## src/rtl/keypad_emulator_pkg.sv

```systemverilog
// Shared definitions for the keypad emulator: key codes, matrix map, FSM states.
package keypad_emulator_pkg;

    localparam int unsigned KEY_W         = 4;
    localparam int unsigned STROBE_W      = 4;
    localparam int unsigned BOUNCE_CYCLES = 8;

    localparam logic [KEY_W-1:0] KEY_0 = 4'h0;
    localparam logic [KEY_W-1:0] KEY_1 = 4'h1;
    localparam logic [KEY_W-1:0] KEY_2 = 4'h2;
    localparam logic [KEY_W-1:0] KEY_3 = 4'h3;
    localparam logic [KEY_W-1:0] KEY_4 = 4'h4;
    localparam logic [KEY_W-1:0] KEY_5 = 4'h5;
    localparam logic [KEY_W-1:0] KEY_6 = 4'h6;
    localparam logic [KEY_W-1:0] KEY_7 = 4'h7;
    localparam logic [KEY_W-1:0] KEY_8 = 4'h8;
    localparam logic [KEY_W-1:0] KEY_9 = 4'h9;
    localparam logic [KEY_W-1:0] KEY_A = 4'hA;
    localparam logic [KEY_W-1:0] KEY_B = 4'hB;
    localparam logic [KEY_W-1:0] KEY_C = 4'hC;
    localparam logic [KEY_W-1:0] KEY_D = 4'hD;
    localparam logic [KEY_W-1:0] KEY_E = 4'hE;
    localparam logic [KEY_W-1:0] KEY_F = 4'hF;

    // Active-low row/column patterns indexed by key code; entries listed from KEY_F down to KEY_0.
    localparam logic [15:0][STROBE_W-1:0] ROW_N_MAP = {
        4'b0111, 4'b0111, 4'b0111, 4'b0111,   // F E D C
        4'b1011, 4'b1101, 4'b1011, 4'b1101,   // B A 9 8
        4'b1110, 4'b1011, 4'b1101, 4'b1110,   // 7 6 5 4
        4'b1011, 4'b1101, 4'b1110, 4'b1110    // 3 2 1 0
    };

    localparam logic [15:0][STROBE_W-1:0] COL_N_MAP = {
        4'b0111, 4'b1011, 4'b1101, 4'b1110,   // F E D C
        4'b0111, 4'b0111, 4'b1110, 4'b1110,   // B A 9 8
        4'b1110, 4'b1101, 4'b1101, 4'b1101,   // 7 6 5 4
        4'b1011, 4'b1011, 4'b1011, 4'b0111    // 3 2 1 0
    };

    typedef enum logic [1:0] {
        ST_IDLE   = 2'd0,
        ST_PRESS  = 2'd1,
        ST_GAP    = 2'd2,
        ST_BOUNCE = 2'd3
    } emu_state_t;

endpackage

```

## src/rtl/keypad_emu_fifo.sv

```systemverilog
// Synchronous key-code FIFO with full/empty flags; depth must be a power of two.
module keypad_emu_fifo
    import keypad_emulator_pkg::*;
#(
    parameter int unsigned DEPTH = 4,
    parameter int unsigned W     = KEY_W
) (
    input  logic         clk,
    input  logic         rst,
    input  logic         i_push,
    input  logic [W-1:0] i_data,
    input  logic         i_pop,
    output logic [W-1:0] o_data,
    output logic         o_full,
    output logic         o_empty
);

    localparam int unsigned AW = $clog2(DEPTH);

    logic [W-1:0] r_mem [DEPTH];
    logic [AW:0]  r_wr_ptr;
    logic [AW:0]  r_rd_ptr;
    logic         w_do_push;
    logic         w_do_pop;

    // Extra pointer bit distinguishes full from empty when the indices match.
    assign o_empty   = (r_wr_ptr == r_rd_ptr);
    assign o_full    = (r_wr_ptr[AW] != r_rd_ptr[AW]) &&
                       (r_wr_ptr[AW-1:0] == r_rd_ptr[AW-1:0]);
    assign w_do_push = i_push && !o_full;
    assign w_do_pop  = i_pop && !o_empty;
    assign o_data    = r_mem[r_rd_ptr[AW-1:0]];

    always_ff @(posedge clk or posedge rst) begin
        if (rst) begin
            r_wr_ptr <= '0;
            r_rd_ptr <= '0;
        end else begin
            if (w_do_push) r_wr_ptr <= r_wr_ptr + (AW+1)'(1);
            if (w_do_pop)  r_rd_ptr <= r_rd_ptr + (AW+1)'(1);
        end
    end

    always_ff @(posedge clk) begin
        if (w_do_push) r_mem[r_wr_ptr[AW-1:0]] <= i_data;
    end

endmodule

```

## src/rtl/keypad_emulator.sv

```systemverilog
// 4x4 keypad responder: queued keys are held closed, then released, and answer row strobes.
// Define KEYPAD_EMU_BOUNCE_EN to insert an 8-cycle contact-bounce phase before each press.
module keypad_emulator
    import keypad_emulator_pkg::*;
#(
    parameter int unsigned HOLD_CYCLES = 64,
    parameter int unsigned GAP_CYCLES  = 32,
    parameter int unsigned FIFO_DEPTH  = 4,
    parameter int unsigned CNT_W       = 8
) (
    input  logic                clk,
    input  logic                rst,
    input  logic [KEY_W-1:0]    key_in,
    input  logic                key_valid,
    output logic                key_ready,
    input  logic [STROBE_W-1:0] row_n,
    output logic [STROBE_W-1:0] col_n,
    output logic                pressing,
    output logic                busy,
    output logic                done
);

    emu_state_t       r_state;
    logic [CNT_W-1:0] r_cnt;
    logic [KEY_W-1:0] r_held_key;
    logic             r_pressing;
    logic             r_done;

    logic [KEY_W-1:0] w_fifo_data;
    logic             w_full;
    logic             w_empty;
    logic             w_push;
    logic             w_pop;
    logic             w_row_hit;

    assign w_push = key_valid && !w_full;
    assign w_pop  = (r_state == ST_IDLE) && !w_empty;

    keypad_emu_fifo #(
        .DEPTH (FIFO_DEPTH),
        .W     (KEY_W)
    ) u_fifo (
        .clk     (clk),
        .rst     (rst),
        .i_push  (w_push),
        .i_data  (key_in),
        .i_pop   (w_pop),
        .o_data  (w_fifo_data),
        .o_full  (w_full),
        .o_empty (w_empty)
    );

    always_ff @(posedge clk or posedge rst) begin
        if (rst) begin
            r_state    <= ST_IDLE;
            r_cnt      <= '0;
            r_held_key <= '0;
            r_pressing <= 1'b0;
            r_done     <= 1'b0;
        end else begin
            r_done <= 1'b0;
            case (r_state)
                ST_IDLE: begin
                    if (!w_empty) begin
                        r_held_key <= w_fifo_data;
                        r_cnt      <= '0;
                        r_pressing <= 1'b1;
`ifdef KEYPAD_EMU_BOUNCE_EN
                        r_state    <= ST_BOUNCE;
`else
                        r_state    <= ST_PRESS;
`endif
                    end
                end
`ifdef KEYPAD_EMU_BOUNCE_EN
                // Contact closed on even bounce counts: next count is even when this one is odd.
                ST_BOUNCE: begin
                    if (r_cnt == CNT_W'(BOUNCE_CYCLES - 1)) begin
                        r_cnt      <= '0;
                        r_pressing <= 1'b1;
                        r_state    <= ST_PRESS;
                    end else begin
                        r_cnt      <= r_cnt + CNT_W'(1);
                        r_pressing <= r_cnt[0];
                    end
                end
`endif
                ST_PRESS: begin
                    if (r_cnt == CNT_W'(HOLD_CYCLES - 1)) begin
                        r_cnt      <= '0;
                        r_pressing <= 1'b0;
                        r_state    <= ST_GAP;
                    end else begin
                        r_cnt <= r_cnt + CNT_W'(1);
                    end
                end
                ST_GAP: begin
                    if (r_cnt == CNT_W'(GAP_CYCLES - 1)) begin
                        r_cnt   <= '0;
                        r_done  <= 1'b1;
                        r_state <= ST_IDLE;
                    end else begin
                        r_cnt <= r_cnt + CNT_W'(1);
                    end
                end
                default: begin
                    r_cnt      <= '0;
                    r_pressing <= 1'b0;
                    r_state    <= ST_IDLE;
                end
            endcase
        end
    end

    // Zero-latency switch model: any low strobe on the held key's row pulls its column low.
    assign w_row_hit = r_pressing && ((~row_n & ~ROW_N_MAP[r_held_key]) != '0);
    assign col_n     = w_row_hit ? COL_N_MAP[r_held_key] : '1;

    assign key_ready = !w_full;
    assign busy      = !w_empty || (r_state != ST_IDLE);
    assign pressing  = r_pressing;
    assign done      = r_done;

endmodule

```

## config.mk

```make
export PLATFORM = sky130hd
export DESIGN_NAME = keypad_emulator
export DESIGN_NICKNAME = d
export VERILOG_FILES = /design/src/rtl/keypad_emulator_pkg.sv /design/src/rtl/keypad_emu_fifo.sv /design/src/rtl/keypad_emulator.sv
export SDC_FILE = /design/constraint.sdc
export NUM_CORES = 1
export LEC_CHECK = 0
export ABC_AREA = 0
export BUFFER_PORTS_ARGS = -buffer_cell sky130_fd_sc_hd__buf_2
export CAP_MARGIN = 20
export CORE_MARGIN = 2
export CORE_UTILIZATION = 50
export DETAILED_ROUTE_END_ITERATION = 12
export GPL_ROUTABILITY_DRIVEN = 0
export GPL_TIMING_DRIVEN = 0
export PLACE_DENSITY = 0.71
export SYNTH_ARGS = -nofsm -noshare
export SYNTH_HDL_FRONTEND = slang
export SYNTH_SLANG_ARGS = --single-unit
export TNS_END_PERCENT = 100
```

## constraint.sdc

```tcl
create_clock -name clk -period 2 [get_ports clk]
set_input_delay 0.3 -clock clk [delete_from_list [all_inputs] [get_ports clk]]
set_output_delay 0.3 -clock clk [all_outputs]
set_load 0.03 [all_outputs]
```

# Yosys cells after proc, flatten, opt, wreduce, memory -nomap -nowiden
# Memories as Yosys holds them, arrays and structs flattened. A register that Yosys moved wholly into a read port is not among the register bits.
# Index checks and enable logic that the tools add are counted.
# Widths: inputs -> output; s select.
# word_totals
in_bits,11
elab_cells,61
n_memories,3
rom_bits,128
mem_bits_rw,16
regBits,18
# classes
bitwise_logic,5
addsub,3
order_cmp,1
n_eq_ne,10
reduce_logical,15
mux,18
# mem_list
name,words,width,read_ports,rd_clocked_by_memory_dff,write_ports,line,source
(no name shown),16,4,1,0,0,keypad_emulator.sv:117,assign col_n = w_row_hit ? COL_N_MAP[r_held_key] : '1;
(no name shown),16,4,1,0,0,keypad_emulator.sv:116,assign w_row_hit = r_pressing && ((~row_n & ~ROW_N_MAP[r_held_key]) != '0);
u_fifo.r_mem,4,4,1,1,1,keypad_emu_fifo.sv:20,logic [W-1:0] r_mem [DEPTH];
# op_table
cell,n
$mux 8,3
$pmux 8 s3,1
$mux 4,3
$add 8x1->8 const B,1
$eq 8x5->1 const B,1
$eq 8x6->1 const B,1
$not 4->4,2
$add 3x1->3 const B,2
$logic_and 1x1->1,6
$mux 1,6
$mux 2,3
$ne 2x2->1 const B,3
$pmux 2 s3,1
$reduce_and 3->1,2
$lt 4x5->1 const B,1
$and 4x4->4,1
$reduce_bool 4->1,1
$eq 3x3->1,1
$pmux 1 s3,1
$eq 2x1->1 const B,1
$eq 2x2->1,1
$eq 2x2->1 const B,1
$logic_not 1->1,2
$logic_not 2->1,1
other kinds (5),6

# Logic depth before layout (Yosys ltp)
# Gate-level depths: netlist of run 1.
# depth
ltp_word,7
depth_mapped,7
mapped_depth_nobuf,7

# By module
# Synthesis of run 1 repeated with hierarchy kept, for this count alone.
# hier_totals
cells_unflattened,206
area_unflattened_um2,2308.5
# modules_own_cells
module,seq_area_each_um2,cells_each,n_inst,area_each_um2
keypad_emulator,400.4,135,1,1218.7
keypad_emu_fifo,630.6,71,1,1089.8

# Worst setup path before layout of run 1
# No wires, ideal clock.
# synth_path
path_type,flip-flop to output port
startpoint,"register r_held_key[1], read port of u_fifo.r_mem"
endpoint,output col_n[3]
path_slack_ns,-0.060
t_arrival_ns,1.760
t_required_ns,1.700
path_buffers,0
path_stages_with_launch,7
cell_sequence,dfrtp_1 inv_1 ha_1 nor2_1 o31a_1 o311ai_1 nand2b_1
# synth_via
elab_chain_cells,7
elab_cells_between_ends,9
cone_classes,mux (3); bitwise (2); reduce/logical (2); memory (2)
# synth_lines
item,line,source
from (decl),keypad_emulator.sv:25,logic [KEY_W-1:0] r_held_key;
$mem_v2 16x4,-,
$mux 4 (not written as such),keypad_emulator.sv:116,
$not 4->4,keypad_emulator.sv:116,
$and 4x4->4,keypad_emulator.sv:116,
$reduce_bool 4->1,keypad_emulator.sv:116,
$logic_and 1x1->1,keypad_emulator.sv:116,
$mux 4 (*),keypad_emulator.sv:117,
to (decl),keypad_emulator.sv:17,"output logic [STROBE_W-1:0] col_n,"
# Mark *: on every way between the ends. The rest lies on a longest branch, timed or not. The select of a mux whose other input is x is not followed.

# Final worst setup path of run 1
# layout_path
startpoint,"register r_held_key[0], read port of u_fifo.r_mem"
endpoint,output col_n[3]
# The elaborated chain is that of the path after synthesis.

==> impl_metrics.yaml, run 1 <==
yosys:
  synthXorXnorAreaFrac_pct: 5.08
  synth_simple_gate_area_share_pct: 13.9
  synthArstFlopShare_pct: 57.9
  synthCells: 182
  ys_ff_latch: 38
  combinational_family_with_the_most_area_after_synthesis: "simple AND/OR/NAND/NOR gates"
  mappedNetlistArea_mm2: 0.00217
  synth.net_count: 208
  synth-edff-count: 16
  synthMuxAreaShare_pct: 8.95
  yosys_warnings: 0
  synth_fa_ha_area_share_pct: 8.67
  postSynthAreaPerCell_um2: 11.9
  share_of_the_synthesized_area_in_compound_gates_ao_oa_aoi_oai_pct: 11.7
  synth-seq-area-share_pct: 47.6
  yosys.cell_types.count: 50
  synth_top_flop_cell: "sky130_fd_sc_hd__dfrtp_1"
routing:
  postRouteWirelength_um: 4100
  route.detailed.wl_per_inst_um: 15.5
  drtPass1Iterations: 4
  final_antenna_net_count: 0
  viasPerCell: 5.56
  dr_total_vias: 1468
  route.detailed.drc: 0
  detail_route.iter0.violations: 66
cells_and_area:
  finalCoreUtilization_pct: 61.7
  antenna_cells_inserted: 0
  nNetsFinal: 239
  mostFrequentLayoutCells: "20 x sky130_fd_sc_hd__dfrtp_1, 16 x sky130_fd_sc_hd__edfxtp_1, 15 x sky130_fd_sc_hd__buf_2"
  area_delta_synth_final_pct: 16.4
  drive_gt1_share_pct: 32.7
  final_common_cell: "sky130_fd_sc_hd__dfrtp_1"
outcome:
  failed_checks: "negative setup slack"
  run_status: "complete, but fails checks"
place:
  place_worst_setup_slack_ns: -0.336
  port-buffer-count: 18
  place.detailed.hpwl_um: 3000
floorplanning:
  io_pins: 19
  die_h_um: 69.8
  die_area_mm2: 0.00487
  fp.dieW_um: 69.8
  placeableCoreArea_mm2: 0.00409
  initial_core_utilization_pct: 53.0
  rows: 23
grt:
  grt_max_degree: 23
  grt_first_pass_wirelength_um: 7180
  first_global_vias: 1520
  grt_antenna_before_repair: 0
  overflow: 0
  grt.total_usage_pct: 18.8
pwr:
  clock_power_share_pct: 33.0
  cell_internal_pwr_mw: 1.42
  power.switching_fraction_pct: 28.1
  power.sequential.fraction_pct: 49.9
  p_total_mw: 1.98
  powerDensity_mw_per_mm2: 785
  vdd_ir_drop_max_mv: 0.593
  p_comb_share_pct: 17.0
  static-leakage-power_nw: 1.01
  p_switching_mw: 0.557
job:
  count_of_maximum_capacitance_violations: 0
min_path:
  worst_hold_path_type: "input pin to async pin"
timing:
  fin_skew_ns: 0.00992
  setup_tns_ns: -1.46
  unrepaired_setup_endpoints_after_global_routing: "true"
  report.final.slew_viol_count: 0
  worst_slack_ns: -0.371
  finalHoldViolCount: 0
  fin_crit_ns: 2.37
  report.final.setup_viol: 4
  slew_headroom_pct: 42.4
  max_slew.worst_pin.slew_ns: 0.863
  max_clock_freq_mhz: 422
  finalCritPeriodShare_pct: 119
clock_network:
  post_cts_hold_buffer_count: 0
  ctsRootBufferMaster: "sky130_fd_sc_hd__clkbuf_8"
  htreeDepth: 2
  clk_transition_reported_paths_ns: 0.08
  cts_tree: "done"
  cts_max_path_buffers: 2
  insertion_delay_ns: 0.29
  cts_inserted_buffers: 5
  clock_sink_count: 38
worst_setup_path:
  worstPathRequired_ns: 1.70
  timing.critical_path.to_type: "output pin"
  worstSetupPathType: "register to output pin"
  worstSetupStartpointType: "register"
  wp_data_arrival_ns: 2.07
  critPathMaxFanout: 6
worst paths after layout:
path	start	endpoint	slack, ns	cells after the start
worst min register to register	r_cnt[6]	r_cnt[6]	0.53	1
max in group asynchronous	rst	r_held_key[1]	1.23	2
worst max register to register	r_state[0]	r_cnt[5]	0.13	6
worst min-delay path	rst	u_fifo.r_wr_ptr[0]	0.17	2
worst max-delay path	r_held_key[0]	col_n[3]	-0.37	7
min in group clk	key_in[0]	u_fifo.r_mem[3][0]	0.22	1
sequential cells by signal (all words and copies together) (netlist names):
| register | count |
|---|---|
| u_fifo.r_mem | 16 |
| u_fifo.r_rd_ptr | 3 |
| r_held_key | 4 |
| done | 1 |
| pressing | 1 |
| u_fifo.r_wr_ptr | 3 |
| r_cnt | 8 |
| r_state | 2 |
metal layers:
layer	vias to the layer above	track usage (%)	routed length, um
li1	725	-	-
met1	702	24.7	1900
met2	34	29.7	1930
met3	7	5.67	206
met4	0	6.41	68
met5	-	0	0
area by class of cell:
| type | count | area, um^2 |
|---|---|---|
| fill | 317 | 1570 |
| multi-input combinational | 125 | 1070 |
| sequential | 38 | 1030 |
| timing repair buffer | 24 | 151 |
| clock buffer | 5 | 68.8 |
| tap | 50 | 62.6 |
| inverter | 13 | 48.8 |
| clock inverter | 3 | 45.0 |
| buffer | 6 | 40.0 |
kinds of logic after synthesis:
kind of cell | Yosys count
flops | 38
compound gates | 36
xor+xnor | 10
mux | 13
fa+ha+maj | 15
buf+inv | 19
simple gates | 51
power groups by stage:
| stage | clock network, mW | registers [mW] | logic, mW |
|---|---|---|---|
| floorplan | 0 | 0.988 | 0.260 |
| global route | 0.711 | 1.00 | 0.387 |
| finish | 0.654 | 0.988 | 0.337 |
| CTS | 0.665 | 0.989 | 0.349 |
| detailed placement | 0 | 1.01 | 0.347 |
| global placement | 0 | 0.996 | 0.322 |
cell usage after synthesis (3+ instances only):
library cell | count | area (um^2)
sky130_fd_sc_hd__mux4_2 | 4 | 90.1
sky130_fd_sc_hd__o41ai_1 | 3 | 26.3
sky130_fd_sc_hd__ha_1 | 15 | 188
sky130_fd_sc_hd__inv_1 | 12 | 45.0
sky130_fd_sc_hd__dfrtp_1 | 22 | 551
sky130_fd_sc_hd__a21oi_1 | 5 | 25.0
sky130_fd_sc_hd__xnor2_1 | 6 | 52.6
sky130_fd_sc_hd__o21ai_0 | 9 | 45.0
sky130_fd_sc_hd__nor2_1 | 6 | 22.5
sky130_fd_sc_hd__nand3_1 | 7 | 35.0
sky130_fd_sc_hd__nand2_1 | 9 | 33.8
sky130_fd_sc_hd__or2_2 | 5 | 31.3
sky130_fd_sc_hd__o21a_1 | 3 | 22.5
sky130_fd_sc_hd__nand2b_1 | 5 | 31.3
sky130_fd_sc_hd__mux2_2 | 7 | 78.8
sky130_fd_sc_hd__edfxtp_1 | 16 | 480
sky130_fd_sc_hd__and2_1 | 4 | 25.0
sky130_fd_sc_hd__xor2_2 | 3 | 48.8
what timing repair did:
| action | 4_1_cts | 5_1_grt |
|---|---|---|
| cloned | 0 | 0 |
| endpoints found under the hold margin | 0 | 0 |
| setup buffers | 4 | 2 |
| pin swaps | 2 | 1 |
| setup endpoints to repair | 5 | 5 |
| resized for setup | 9 | 7 |
per-stage QoR:
step           std cells  hold slack [ns]  area (um^2)
2_1_floorplan        182            0.289         2170
4_1_cts              262            0.194         2490
5_1_grt              264            0.209         2520
3_3_place_gp         250            0.489         2320
6_report             264            0.170         2520
3_5_place_dp         250            0.512         2320
critical path, stage by stage, from the launching register on:
cell	delay [ns]
sky130_fd_sc_hd__dfrtp_2	0.42
sky130_fd_sc_hd__inv_2	0.06
sky130_fd_sc_hd__ha_1	0.30
sky130_fd_sc_hd__nor2_1	0.05
sky130_fd_sc_hd__o31a_1	0.31
sky130_fd_sc_hd__o311ai_2	0.31
sky130_fd_sc_hd__nand2b_2	0.18
sky130_fd_sc_hd__buf_4	0.15
Power figures use the tool's default switching activity.
==> inputs of run 2 (changes only) <==
--- a/config.mk
+++ b/config.mk
@@ -10,10 +10,12 @@
 export CAP_MARGIN = 20
 export CORE_MARGIN = 2
 export CORE_UTILIZATION = 50
+export CTS_BUF_LIST = sky130_fd_sc_hd__clkbuf_16
 export DETAILED_ROUTE_END_ITERATION = 12
 export GPL_ROUTABILITY_DRIVEN = 0
 export GPL_TIMING_DRIVEN = 0
 export PLACE_DENSITY = 0.71
+export SLEW_MARGIN = 20
 export SYNTH_ARGS = -nofsm -noshare
 export SYNTH_HDL_FRONTEND = slang
 export SYNTH_SLANG_ARGS = --single-unit
==> constraint.sdc (replaced) <==
create_clock -name clk -period 2 [get_ports clk]
set_input_delay 0.3 -clock clk [delete_from_list [all_inputs] [get_ports clk]]
set_output_delay 0.3 -clock clk [all_outputs]
set_load 0.02 [all_outputs]
==> run 2 against run 1 <==
Effect of this change:
- the run still ends with negative setup slack left
- register-to-register slack improved by 0.05 ns
- largest cell class unchanged
- clock power rose by 15%
- clock skew fell by 0.0061 ns
- largest power group unchanged
- critical path depth did not move
- first-iteration DRC count rose by 33%
- critical path type unchanged
- die area did not move
- highest routed layer unchanged
- sequential power barely moved
- combinational power fell by 2%
==> impl_metrics.yaml, run 2 (synthesized netlist as in run 1, its figures left out) <==
routing:
  route.detailed.drc: 0
  final_antenna_net_count: 0
  viasPerCell: 5.64
  postRouteWirelength_um: 4190
  detail_route.iter0.violations: 88
  route.detailed.wl_per_inst_um: 15.9
  dr_total_vias: 1490
  drtPass1Iterations: 4
worst_setup_path:
  worstSetupPathType: "register to output pin"
  worstPathRequired_ns: 1.70
  worstRegToRegCells: 7
  r2r-end: "r_cnt[5]"
  critPathMaxFanout: 4
  rr_startpoint: "r_state[0]"
  worstSetupStartpointType: "register"
  reg2reg_slack_ns: 0.18
  timing.critical_path.to_type: "output pin"
  wp_data_arrival_ns: 2.00
grt:
  grt_first_pass_wirelength_um: 7020
  first_global_vias: 1502
  grt_max_degree: 23
  overflow: 0
  grt_antenna_before_repair: 0
  grt.total_usage_pct: 18.6
floorplanning:
  initial_core_utilization_pct: 53.0
  fp.dieW_um: 69.8
  rows: 23
  placeableCoreArea_mm2: 0.00409
  die_h_um: 69.8
  die_area_mm2: 0.00487
  io_pins: 19
timing:
  fin_crit_ns: 2.30
  slew_headroom_pct: 42.8
  max_slew.worst_pin.slew_ns: 0.858
  report.final.setup_viol: 4
  unrepaired_setup_endpoints_after_global_routing: "true"
  max_clock_freq_mhz: 435
  report.final.slew_viol_count: 0
  finalCritPeriodShare_pct: 115
  worst_slack_ns: -0.297
  fin_skew_ns: 0.00382
  finalHoldViolCount: 0
clock_network:
  cts_tree: "done"
  insertion_delay_ns: 0.28
  cts_max_path_buffers: 2
  htreeDepth: 2
  cts_inserted_buffers: 5
  post_cts_hold_buffer_count: 0
  clock_sink_count: 38
  ctsRootBufferMaster: "sky130_fd_sc_hd__clkbuf_16"
  clk_transition_reported_paths_ns: 0.06
pwr:
  static-leakage-power_nw: 1.02
  vdd_ir_drop_max_mv: 0.694
  powerDensity_mw_per_mm2: 812
cells_and_area:
  mostFrequentLayoutCells: "20 x sky130_fd_sc_hd__dfrtp_1, 18 x sky130_fd_sc_hd__buf_2, 16 x sky130_fd_sc_hd__edfxtp_1"
  area_delta_synth_final_pct: 17.7
  number_of_flip_flops_under_the_largest_register_name: 16
  final_common_cell: "sky130_fd_sc_hd__dfrtp_1"
  drive_gt1_share_pct: 32.2
  antenna_cells_inserted: 0
  fillCellCount: 338
  finalCoreUtilization_pct: 62.4
  nNetsFinal: 239
place:
  place_worst_setup_slack_ns: -0.303
  port-buffer-count: 18
  place.detailed.hpwl_um: 3120
outcome:
  failed_checks: "negative setup slack"
  run_status: "complete, but fails checks"
min_path:
  worst_hold_path_type: "input pin to async pin"
job:
  count_of_maximum_capacitance_violations: 0
-- run 2: layer usage --
metal / global-route usage, % / vias up / routed length (um)
met5: 0 / - / 0
met4: 7.05 / 0 / 72
met3: 5.23 / 7 / 140
met2: 30.8 / 28 / 2100
met1: 23.0 / 729 / 1870
li1: - / 726 / -
-- run 2: report_power, final --
| group | internal (mW) | total [mW] | switching (mW) |
|---|---|---|---|
| logic | 0.134 | 0.330 | 0.196 |
| clock network | 0.454 | 0.751 | 0.297 |
| registers | 0.917 | 0.989 | 0.0716 |
-- run 2: area by class of cell --
type	count	area, um^2	share of cell area, %
Multi-Input combinational cell	125	1070	41.9
Sequential cell	38	1030	40.5
Timing Repair Buffer	24	155	6.08
Clock buffer	5	125	4.91
Tap cell	50	62.6	2.45
Inverter	13	48.8	1.91
Buffer	6	40.0	1.57
Clock inverter	3	16.3	0.638
-- run 2: how the worst max path moves through the flow --
stage	startpoint	endpoint
3_5_place_dp	r_held_key[1]	col_n[0]
6_report	r_held_key[0]	col_n[0]
4_1_cts	r_held_key[0]	col_n[1]
3_3_place_gp	r_held_key[1]	col_n[0]
5_1_grt	r_held_key[0]	col_n[2]
2_1_floorplan	r_held_key[1]	col_n[3]
-- run 2: timing repair --
item | CTS | global route
resized for setup | 10 | 6
buffers inserted | 5 | 1
pin swaps | 2 | 1
cloned | 0 | 0
setup endpoints to repair | 5 | 5
-- run 2: stage by stage --
| step | power [mW] | instance area, um^2 | hold slack (ns) | instances | setup TNS, ns |
|---|---|---|---|---|---|
| after floorplan | 1.24 | 2170 | 0.289 | 182 | 0 |
| after global placement | 1.31 | 2320 | 0.492 | 250 | -0.535 |
| after detailed placement | 1.34 | 2320 | 0.500 | 250 | -1.13 |
| after CTS | 2.09 | 2540 | 0.228 | 263 | -1.13 |
| after global routing | 2.17 | 2550 | 0.241 | 264 | -1.42 |
| final | 2.07 | 2550 | 0.192 | 264 | -1.13 |
-- run 2: worst max-delay path, stage by stage, from the launching register on --
cell and delay [ns]:
sky130_fd_sc_hd__dfrtp_2 0.40, sky130_fd_sc_hd__inv_2 0.07, sky130_fd_sc_hd__ha_1 0.23, sky130_fd_sc_hd__nor2b_1 0.14, sky130_fd_sc_hd__o31a_1 0.25, sky130_fd_sc_hd__o311ai_2 0.30, sky130_fd_sc_hd__or2_2 0.18, sky130_fd_sc_hd__buf_2 0.15
